--- config.mk ---
export PLATFORM = sky130hd
export DESIGN_NAME = noc_tx_queue
export DESIGN_NICKNAME = d
export VERILOG_FILES = /design/src/rtl/noc_tx_queue.sv
export SDC_FILE = /design/constraint.sdc
export NUM_CORES = 1
export LEC_CHECK = 0
export CELL_PAD_IN_SITES_DETAIL_PLACEMENT = 0
export CELL_PAD_IN_SITES_GLOBAL_PLACEMENT = 1
export CORE_ASPECT_RATIO = 0.7
export CORE_MARGIN = 2
export CORE_UTILIZATION = 47
export CTS_CLUSTER_DIAMETER = 200
export DETAILED_ROUTE_END_ITERATION = 16
export GPL_TIMING_DRIVEN = 1
export HOLD_SLACK_MARGIN = 0.15
export PLACE_DENSITY_LB_ADDON = 0.12
export SETUP_SLACK_MARGIN = 0.4
export SLEW_MARGIN = 10
export SYNTH_ARGS = -nofsm -noshare
export SYNTH_HDL_FRONTEND = slang
export SYNTH_SLANG_ARGS = --single-unit
--- constraint.sdc ---
create_clock -name clk -period 3.5 [get_ports clk]
set_input_delay 0.875 -clock clk [delete_from_list [all_inputs] [get_ports clk]]
set_output_delay 0.875 -clock clk [all_outputs]
set_load 0.01 [all_outputs]
--- src/rtl/noc_tx_queue.sv ---
// noc_tx_queue
// Packet queue sitting directly upstream of noc_serial_sender. A local
// producer can burst up to DEPTH entries while the serial link drains them
// one at a time through the enable/ack handshake.
//
// Ports
//   clk           single clock, all logic on posedge
//   rst           synchronous active-high reset
//   flush         drop queued entries that are not in flight
//   push_valid    producer offers {push_padding, push_packet}
//   push_ready    entry accepted this cycle when high together with push_valid
//   push_padding  padding field of the offered entry
//   push_packet   payload of the offered entry
//   tx_enable     head entry valid and stable towards the sender
//   tx_ack        one-cycle pulse from the sender, head consumed
//   tx_padding    head padding (don't-care while tx_enable=0)
//   tx_packet     head payload (don't-care while tx_enable=0)
//   count         entries held, including the in-flight head
//   busy          link FSM is not idle
module noc_tx_queue #(
  parameter int PACKET_BITS  = 42,
  parameter int PADDING_BITS = 4,
  parameter int DEPTH        = 4
) (
  input  logic                    clk,
  input  logic                    rst,
  input  logic                    flush,
  input  logic                    push_valid,
  output logic                    push_ready,
  input  logic [PADDING_BITS-1:0] push_padding,
  input  logic [PACKET_BITS-1:0]  push_packet,
  output logic                    tx_enable,
  input  logic                    tx_ack,
  output logic [PADDING_BITS-1:0] tx_padding,
  output logic [PACKET_BITS-1:0]  tx_packet,
  output logic [$clog2(DEPTH):0]  count,
  output logic                    busy
);

  localparam int CNT_W   = $clog2(DEPTH) + 1;
  localparam int PTR_W   = $clog2(DEPTH);
  localparam int ENTRY_W = PADDING_BITS + PACKET_BITS;

  localparam logic [1:0] ST_IDLE = 2'd0;
  localparam logic [1:0] ST_SEND = 2'd1;
  localparam logic [1:0] ST_GAP  = 2'd2;

  logic [ENTRY_W-1:0] r_mem [DEPTH];

  logic [1:0]       r_state;
  logic [PTR_W-1:0] r_wr_ptr;
  logic [PTR_W-1:0] r_rd_ptr;
  logic [CNT_W-1:0] r_count;

  logic [1:0]       w_state_next;
  logic [PTR_W-1:0] w_wr_ptr_next;
  logic [PTR_W-1:0] w_rd_ptr_next;
  logic [CNT_W-1:0] w_count_next;

  logic w_full;
  logic w_push_acc;
  logic w_pop;

  // Full comes from the registered count only: a full queue refuses a push
  // even when the head is popped in the same cycle (no bypass path).
  assign w_full     = (r_count == CNT_W'(DEPTH));
  assign push_ready = !w_full && !flush;
  assign w_push_acc = push_valid && push_ready;
  // Acks are only meaningful while the head is being serialized.
  assign w_pop      = (r_state == ST_SEND) && tx_ack;

  always_comb begin
    w_state_next  = r_state;
    w_wr_ptr_next = r_wr_ptr;
    w_rd_ptr_next = r_rd_ptr;
    w_count_next  = r_count + CNT_W'(w_push_acc) - CNT_W'(w_pop);

    if (w_push_acc) begin
      w_wr_ptr_next = r_wr_ptr + PTR_W'(1);
    end
    if (w_pop) begin
      w_rd_ptr_next = r_rd_ptr + PTR_W'(1);
    end

    case (r_state)
      ST_IDLE: begin
        // Looking at the push in flight lets an empty queue enable the
        // sender one cycle after the push instead of two.
        if (!flush && ((r_count != '0) || w_push_acc)) begin
          w_state_next = ST_SEND;
        end
      end
      ST_SEND: begin
        if (w_pop) begin
          w_state_next = ST_GAP;
        end
      end
      ST_GAP: begin
        // One dead cycle so the sender re-arms before the next enable.
        w_state_next = ST_IDLE;
      end
      default: begin
        w_state_next = ST_IDLE;
      end
    endcase

    if (flush) begin
      if ((r_state == ST_SEND) && !tx_ack) begin
        // Never abort the link mid-serialization: keep only the head.
        w_wr_ptr_next = r_rd_ptr + PTR_W'(1);
        w_count_next  = CNT_W'(1);
      end else begin
        w_wr_ptr_next = w_rd_ptr_next;
        w_count_next  = '0;
      end
    end
  end

  always_ff @(posedge clk) begin
    if (rst) begin
      r_state  <= ST_IDLE;
      r_wr_ptr <= '0;
      r_rd_ptr <= '0;
      r_count  <= '0;
    end else begin
      r_state  <= w_state_next;
      r_wr_ptr <= w_wr_ptr_next;
      r_rd_ptr <= w_rd_ptr_next;
      r_count  <= w_count_next;
    end
  end

  // Storage needs no reset; entries are only read once counted as valid.
  always_ff @(posedge clk) begin
    if (w_push_acc) begin
      r_mem[r_wr_ptr] <= {push_padding, push_packet};
    end
  end

  // The head pointer only moves on a pop, which also leaves SEND, so the
  // presented entry is stable for the whole time tx_enable is high.
  assign {tx_padding, tx_packet} = r_mem[r_rd_ptr];
  assign tx_enable = (r_state == ST_SEND);
  assign busy      = (r_state != ST_IDLE);
  assign count     = r_count;

endmodule
Yosys cells after proc, flatten, opt, wreduce, memory -nomap -nowiden
Memory sizes are Yosys's and may differ from the RTL's. A register that Yosys moved wholly into a read port is not among the register bits. Cells that the tools add are included.

Register bits: 9. Bits in writable memories: 184. Bits of input ports: 51. Output and inout port bits: 52. Logic and storage cells: 39. Memories: 1.

Memories: r_mem (depth 4, bits a word 46, rd ports 1, clocked after Yosys merged registers in 1, wr ports 1, RTL line 48) `logic [ENTRY_W-1:0] r_mem [DEPTH];`.

Add/subtract/negate cells: 4. Equal/unequal tests: 4. Multiplexer cells: 12. Reductions and logical operators: 14.

Operators with widths (number): two-way mux 2 bit (7); logical AND 1 bit (5); adder 2 x 1 -> 2 bit (second input constant) (2); case mux 2 bit (2 select lines) (1); nonzero test 2 bit (2); adder 3 x 1 -> 3 bit (1); == test 3 bit (second input constant) (1); zero test 1 bit (3); two-way mux 1 bit (3); two-way mux 3 bit (1); nonzero test 3 bit (1); subtractor 3 x 1 -> 3 bit (1); == test 2 x 1 -> 1 bit (second input constant) (1); zero test 2 bit (1); != test 2 x 1 -> 1 bit (second input constant) (1); != test 2 bit (second input constant) (1); AND reduction 2 bit (1); logical OR 1 bit (1).

Longest topological paths before layout
Depth in word-level cells: 8. Mapped depth: 12. Gate-level depth less buffers: 11.

Worst setup path after synthesis
OpenSTA, ideal clock, no wires.

Kind: input -> register. From: input port flush. To: memory r_mem[0][0] (netlist name) (enable). Arrival time: 2.327 ns. Required time: 3.092 ns. Path slack: 0.765 ns. Stages on the path: 2. Path through: nor3b_2 -> and2_1.

Longest elaborated chain between the ends: 5.

Ends and longest elaborated chain: start, declared (RTL line 27) `input logic flush,`; zero test 1 bit (RTL line 67) `assign push_ready = !w_full && !flush;`; logical AND 1 bit (RTL line 67); logical AND 1 bit (RTL line 68) `assign w_push_acc = push_valid && push_ready;`; two-way mux 1 bit (RTL line 135) `if (w_push_acc) begin`; two-way mux 1 bit (not written as such) (RTL line 136) `r_mem[r_wr_ptr] <= {push_padding, push_packet};`; end, declared (RTL line 48).

No other way between the ends.

==> results.json <==
{
  "vias_per_cell": 5.29,
  "layout_common_cells": "edfxtp_1, clkdlybuf4s50_1, mux4_2",
  "worst_slew_pin_slew_ns": 0.445,
  "min_period_ns": 2.99,
  "synthArstFlopShare_pct": 0,
  "dp_hpwl_um": 7550,
  "hold_class": "flip-flop to flip-flop",
  "grt_pass1_vias": 3555,
  "crit_type": "flip-flop to primary output",
  "synthesis.area_sq_um": 7210,
  "syn2layout_area_growth_pct": 27.5,
  "syn_avg_cell_area_sq_um": 23.7,
  "vias": 3369,
  "fp.dieH_um": 108,
  "place_area_sq_um": 8560,
  "dpl.cell_count": 601,
  "cts.sinks": 193,
  "max-vdd-ir-drop_uv": 315,
  "worstPathArrival_ns": 2.12,
  "drive_gt1_share_pct": 23.8,
  "synth_cell_types": 28,
  "cellPowerDensity_nw_per_um2": 534,
  "start_util_pct": 48.5,
  "core_area_sq_um": 14900,
  "clock_latency_ns": 0.42,
  "multiInputGateArea_sq_um": 1390,
  "synth_nets": 362,
  "cp.required_ns": 2.62,
  "grt_use_met3_pct": 5.88,
  "grt-ovfl-total": 0,
  "pre_cts_ws_ns": 0.392,
  "drc": 0,
  "cts_buffers": 17,
  "post-route-period-util_pct": 85.5,
  "ios": 103,
  "busiest_layer": "met2",
  "final_max_slew_viol_count": 0,
  "synth_edf_count": 184,
  "design_area_sq_um": 9190,
  "die_area_sq_um": 16400,
  "maxCapViolCount": 0,
  "die_x_um": 152,
  "status": "complete, no violations",
  "grt_pass1_wl_um": 19800,
  "use_met1_pct": 22.0,
  "fin_setup_tns_ns": 0,
  "diodes": 0,
  "tritoncts": "done",
  "regArea_sq_um": 5710,
  "crit_fanout": 8,
  "place.gp.congestion": 0.788,
  "hold_buffers": 0,
  "grt_max_degree": 47,
  "skew_ns": 0.00645,
  "drt_iter0_markers": 187,
  "netlist_instances": 304,
  "clockBufferDepth": 2,
  "portBuffers": 102,
  "cp-end-kind": "primary output",
  "cp-start-kind": "flip-flop",
  "finalWirelength_um": 12700,
  "max_freq_mhz": 334,
  "h-tree-depth": 4,
  "fin_ws_ns": 0.507,
  "synth-seq-cells": 193,
  "fillers": 1044,
  "whs_ns": 0.445,
  "synth-seq-area-share_pct": 79.2,
  "grtUsageMet2_pct": 26.4,
  "slew_headroom_pct": 70.3,
  "cts-root-buf": "clkbuf_16",
  "antenna_left": 0,
  "num_rows": 37,
  "hold_violations": 0,
  "p_leak_nw": 2.95,
  "post_drt_wl_per_cell_um": 19.9,
  "finalSetupViolCount": 0,
  "clk_pin_slew_worst_paths_ns": 0.07,
  "rsz0062_at_grt": "no",
  "dr.pass1.iters": 4,
  "final_nets": 487,
  "ys.flop_type": "edfxtp_1",
  "fin_cells": 637,
  "final_common_cell": "edfxtp_1",
  "yosys_warnings": 0,
  "antenna_found_initial": 0,
  "grtUsageTotal_pct": 16.7
}
==> per-layer routing <==
metal  share of wire [%]  up-vias
met3                 6.4       12
met4                0.91        0
met2                  49      100
met5                   0        -
li1                    -     1515
met1                  44     1742
==> cells in the mapped netlist, types with 2 or more instances <==
library cell    n  area (sq um)
edfxtp_1      184          5530
mux4_2         46          1040
dfxtp_1         9           180
buf_2           7          35.0
ha_1            6          75.1
inv_1           6          22.5
nor2_1          6          22.5
buf_6           5          56.3
nand2_1         5          18.8
and2_1          4          25.0
xor2_1          4          35.0
a21oi_1         2          10.0
clkbuf_1        2          7.51
nor3_1          2          10.0
nor3b_2         2          25.0
xnor2_1         2          17.5
==> path summary, 6_finish.rpt <==
path	start	endpoint	slack, ns	cells past startpoint
worst max register to register	r_state[0]	count[2]	1.10	11
worst min-delay path	r_state[1]	r_state[0]	0.44	1
worst max-delay path	r_rd_ptr[0]	tx_packet[37]	0.51	3
worst min register to register	r_state[1]	r_state[0]	0.44	1
==> state kept, by name, summed over array words and instances (netlist names) <==
signal and cells:
count 3, r_mem 184, r_rd_ptr 2, r_state 2, r_wr_ptr 2
==> worst max-delay path, stage by stage, from the launching register on <==
cell             delay (ns)
dfxtp_4                0.45
buf_4                  0.19
mux4_2                 0.55
clkdlybuf4s50_1        0.51
==> cell type report <==
| class | instances | area share [%] |
|---|---|---|
| tap | 195 | 2.65 |
| timing repair buffer | 120 | 13.4 |
| inverter | 6 | 0.245 |
| clock inverter | 12 | 1.44 |
| multi-input combinational | 91 | 15.1 |
| clock buffer | 20 | 4.97 |
| sequential | 193 | 62.2 |
==> where the power goes <==
part           switching (mW)  internal, mW  total (mW)
Combinational           0.171         0.236       0.407
Clock                   0.797          1.09        1.89
Sequential             0.0219          2.59        2.61
==> logic make-up after synthesis <==
kind of cell               share of synthesized area, %
AOI/OAI and AO/OA                                 0.694
muxes                                              14.4
xor gates and xnor gates                          0.729
adders and majority gates                          1.32
buffers and inverters                              1.68
DFF                                                79.2
and+or+nand+nor                                    2.05
==> metrics by stage <==
stage	util [%]	power (mW)
4_1_cts	61.8	4.97
6_report	61.8	4.91
2_1_floorplan	-	2.85
3_3_place_gp	57.6	3.06
3_5_place_dp	57.6	3.07
5_1_grt	61.8	5.09
==> timing repair <==
item,in CTS,in global routing
buffers inserted,4,0
resized for setup,1,0
endpoints found under the setup margin,37,0
Power figures use the tool's default switching activity.
